[config.mk]
export PLATFORM = sky130hd
export DESIGN_NAME = serial_subtractor
export DESIGN_NICKNAME = d
export VERILOG_FILES = /design/src/rtl/serial_subtractor_pkg.sv /design/src/rtl/full_subtractor.sv /design/src/rtl/serial_subtractor.sv
export SDC_FILE = /design/constraint.sdc
export NUM_CORES = 1
export LEC_CHECK = 0
export CORE_MARGIN = 2
export CORE_UTILIZATION = 50
export CTS_BUF_LIST = sky130_fd_sc_hd__clkbuf_16
export DETAILED_ROUTE_END_ITERATION = 16
export PLACE_DENSITY = 0.81
export SLEW_MARGIN = 20
export SYNTH_ARGS = -nofsm -noshare
export SYNTH_HDL_FRONTEND = slang
export SYNTH_SLANG_ARGS = --single-unit
[constraint.sdc]
create_clock -name clk -period 1.6 [get_ports clk]
set_input_delay 0.16 -clock clk [delete_from_list [all_inputs] [get_ports clk]]
set_output_delay 0.16 -clock clk [all_outputs]
set_load 0.01 [all_outputs]
[src/rtl/serial_subtractor_pkg.sv]
// Shared definitions for the bit-serial subtractor: FSM encoding and default width.
package serial_subtractor_pkg;

  localparam int WIDTH_DEFAULT = 8;

  typedef enum logic [1:0] {
    ST_IDLE  = 2'd0,
    ST_SHIFT = 2'd1,
    ST_DONE  = 2'd2
  } state_t;

endpackage

[src/rtl/full_subtractor.sv]
// One-bit full-subtractor cell: sum = a - b - bin (mod 2), bout = borrow out.
module full_subtractor (
  input  logic a,
  input  logic b,
  input  logic bin,
  output logic sum,
  output logic bout
);

  assign sum  = a ^ b ^ bin;
  assign bout = (~a & b) | (~(a ^ b) & bin);

endmodule

[src/rtl/serial_subtractor.sv]
// Bit-serial WIDTH-bit subtractor, LSB first, built around a single full-subtractor cell.
module serial_subtractor
  import serial_subtractor_pkg::*;
#(
  parameter  int WIDTH = WIDTH_DEFAULT,
  localparam int CW    = $clog2(WIDTH + 1)
) (
  input  logic             clk,
  input  logic             rst,
  input  logic             start,
  input  logic [WIDTH-1:0] a,
  input  logic [WIDTH-1:0] b,
  input  logic             borrow_in,
  output logic             busy,
  output logic             done,
  output logic [WIDTH-1:0] diff,
  output logic             borrow_out
);

  state_t           state, state_n;
  logic [WIDTH-1:0] sa, sb, sr;
  logic             br;
  logic [CW-1:0]    cnt;
  logic             d, bo;
  logic             last;

  full_subtractor u_cell (
    .a    (sa[0]),
    .b    (sb[0]),
    .bin  (br),
    .sum  (d),
    .bout (bo)
  );

  assign last = (cnt == CW'(WIDTH - 1));

  always_comb begin
    state_n = state;
    case (state)
      ST_IDLE:  if (start) state_n = ST_SHIFT;
      ST_SHIFT: if (last)  state_n = ST_DONE;
      ST_DONE:  state_n = ST_IDLE;
      default:  state_n = ST_IDLE;
    endcase
  end

  // busy/done are flopped from the next state so they never depend combinationally on start
  always_ff @(posedge clk) begin
    if (rst) begin
      state      <= ST_IDLE;
      busy       <= 1'b0;
      done       <= 1'b0;
      diff       <= '0;
      borrow_out <= 1'b0;
      sa         <= '0;
      sb         <= '0;
      sr         <= '0;
      br         <= 1'b0;
      cnt        <= '0;
    end else begin
      state <= state_n;
      busy  <= (state_n != ST_IDLE);
      done  <= (state_n == ST_DONE);
      case (state)
        ST_IDLE: begin
          if (start) begin
            sa  <= a;
            sb  <= b;
            br  <= borrow_in;
            cnt <= '0;
          end
        end
        ST_SHIFT: begin
          sa  <= sa >> 1;
          sb  <= sb >> 1;
          sr  <= {d, sr[WIDTH-1:1]};
          br  <= bo;
          cnt <= cnt + CW'(1);
          // The final bit lands in diff on the same edge that enters DONE
          if (last) begin
            diff       <= {d, sr[WIDTH-1:1]};
            borrow_out <= bo;
          end
        end
        default: ;
      endcase
    end
  end

endmodule

==> results of run 1 <==
[final timing paths]
kind,startpoint,endpoint,slack (ns)
worst min-delay path,diff[4]$_SDFFE_PP0P_,diff[4]$_SDFFE_PP0P_,0.46
worst min register to register,diff[4]$_SDFFE_PP0P_,diff[4]$_SDFFE_PP0P_,0.46
worst max register to register,state[0]$_SDFF_PP0_,diff[5]$_SDFFE_PP0P_,0.17
worst max-delay path,state[0]$_SDFF_PP0_,diff[5]$_SDFFE_PP0P_,0.17
[flip-flops by register name, summed over array words and instances, names as in the netlist]
signal      cells
sr              7
state           2
done            1
diff            8
sb              8
cnt             4
busy            1
sa              8
borrow_out      1
br              1
[cells in the final DEF (no fill, tap or decap), types with 2 or more instances in the layout]
master / synthesis / layout
a22oi_1: 3 / 3
o21ai_0: 15 / 15
nand2b_1: 9 / 9
dfxtp_1: 41 / 41
nand3_1: 2 / 2
clkdlybuf4s50_1: 0 / 30
nand2_1: 15 / 15
buf_4: 1 / 7
inv_1: 2 / 3
o22ai_1: 14 / 14
a31o_1: 3 / 3
and3_1: 2 / 2
a21oi_1: 30 / 30
nor2_1: 6 / 6
nor3_1: 2 / 2
clkbuf_16: 0 / 5
a31o_2: 4 / 4
[metal layers]
layer / up-vias / routed length [microns] / track usage
li1: 711 / - / -
met4: 0 / 56 / 0.0901
met1: 686 / 1600 / 0.290
met5: - / 0 / 0
met2: 36 / 1810 / 0.372
met3: 7 / 192 / 0.0693
[cell type report]
class	count	area (sq um)	area share
Clock inverter	3	37.5	0.0176
Clock buffer	5	125	0.0587
Sequential cell	41	821	0.385
Tap cell	44	55.1	0.0258
Inverter	4	17.5	0.00822
Multi-Input combinational cell	121	723	0.339
Timing Repair Buffer	37	353	0.165
[logic make-up after synthesis]
group,count (synthesis),share of synthesized area
flip-flops,41,0.501
multiplexers,1,0.00611
buffers and inverters,18,0.0580
AO/OA/AOI/OAI,76,0.282
adder cells (fa/ha/maj),2,0.0198
AND/OR/NAND/NOR,42,0.133
[per-stage QoR]
stage	hold slack [ns]	instance area [sq um]	instances	power, mW	setup slack, ns
6_report	0.463	2130	255	2.42	0.167
5_1_grt	0.496	2130	255	2.51	0.0935
4_1_cts	0.463	2130	255	2.43	0.164
3_5_place_dp	0.453	1970	247	1.34	0.00385
3_3_place_gp	0.444	1970	247	1.33	0.142
2_1_floorplan	0.294	1640	180	1.25	0.275
[worst max-delay path, delay by kind of cell, from the launching register on]
kind               cells  cell delay [ns]
and+or+nand+nor        2             0.65
DFF                    1             0.56
AOI/OAI and AO/OA      1             0.17
[power breakdown]
part           switching, mW  internal [mW]  leakage (nW)
clock network          0.370          0.724        0.0826
registers             0.0322           1.07         0.336
logic                  0.111          0.116         0.381
==> impl_metrics.ini, run 1 <==
[run_status]
outcome = finished clean

[yosys]
synth_area_leaders = dfxtp_1, a21oi_1, o22ai_1
synth_top_cell_area_share = 0.501
async_reset_ff_frac = 0
synth.largest_area_cell = dfxtp_1
ys_seq_area_frac = 0.501
synthFlopType = dfxtp_1
ys_types = 37
synth_warnings = 0
syn_inst = 180
syn_nets = 202
postSynthAreaPerCell_sq_um = 9.11
ys_seq_elements = 41
syn_area_sq_mm = 0.00164
synth-edff-count = 0
synth_top_cells_by_count = dfxtp_1, a21oi_1, nand2_1, o21ai_0, o22ai_1
synth.most_common_cell = dfxtp_1

[cts]
cts.htree.levels = 2
cts_tree = done
clock-root-buffer = clkbuf_16
cts_hold_buf = 0
cts.sinks = 41
post_cts_buffers = 0
clk_path_buf_depth = 2
clk_pin_slew_ns = 0.06
cts_resized = 0
clk_latency_ns = 0.28
cts_buffers = 5

[global_route]
antenna_found_initial = 0
grt_pass1_wl_microns = 6240
gr-usage-all-layers = 0.230
grt_max_degree = 27
grt.overflow.total = 0
grt_pass1_vias = 1396

[die]
core_area_sq_mm = 0.00308
start_util = 0.533
dieArea_sq_mm = 0.00375
die_h_microns = 61.3
num_rows = 20
io_pins = 31
fp.dieW_microns = 61.3

[critical_path]
crit_type = reg2reg
cp.arrival_ns = 1.66
max_stage_delay_ns = 0.56
cpMaxStageDelayCell = dfxtp_1
rr_worst_depth = 3
critPathCaptureType = register
path_cells = and4b_4 -> and2_4 -> a31o_2
cp-start-kind = register
worst_ep_required_time_ns = 1.82
crit_fanout = 13

[drt]
wire_per_inst_microns = 14.3
ant_nets = 0
vias = 1440
drc_errors = 0
first_iter_violations = 82
dr.pass1.iters = 4
via_per_inst = 5.65
drt-total-wl_microns = 3660

[power_and_ir_drop]
leakagePower_nw = 0.799
power_density_mw_per_mm2 = 1140
peakVddDrop_mv = 0.774

[hold_path]
hp-class = reg2reg
hold_depth = 2

[run]
max_cap_violations = 0

[layout]
fill_cells = 253
drive_gt1_frac = 0.114
area_delta_synth_final_pct = 30.1
antennaDiodeCount = 0
fin_nets = 232
finish.utilization = 0.693

[sta]
finalCritPeriodShare = 0.895
fmax_ghz = 0.698
worst_slew_pin_slew_ns = 0.651
rsz0062_at_grt = false
slew_viol_final = 0
skew_ns = 0.00349
period_needed_ns = 1.43
hold_viol = 0
slew_headroom = 0.566
finalSetupViolCount = 0
setup-tns-final_ns = 0

[place]
gp_congestion = 0.774
dp_hpwl_microns = 2350
numPortBuffers = 30
Power figures use the tool's default switching activity.
==> inputs of run 2 (changes only) <==
- CTS_CLUSTER_DIAMETER: default -> 200
==> results of run 2 <==
Final layout, timing and power as in run 1 (identical DEF).
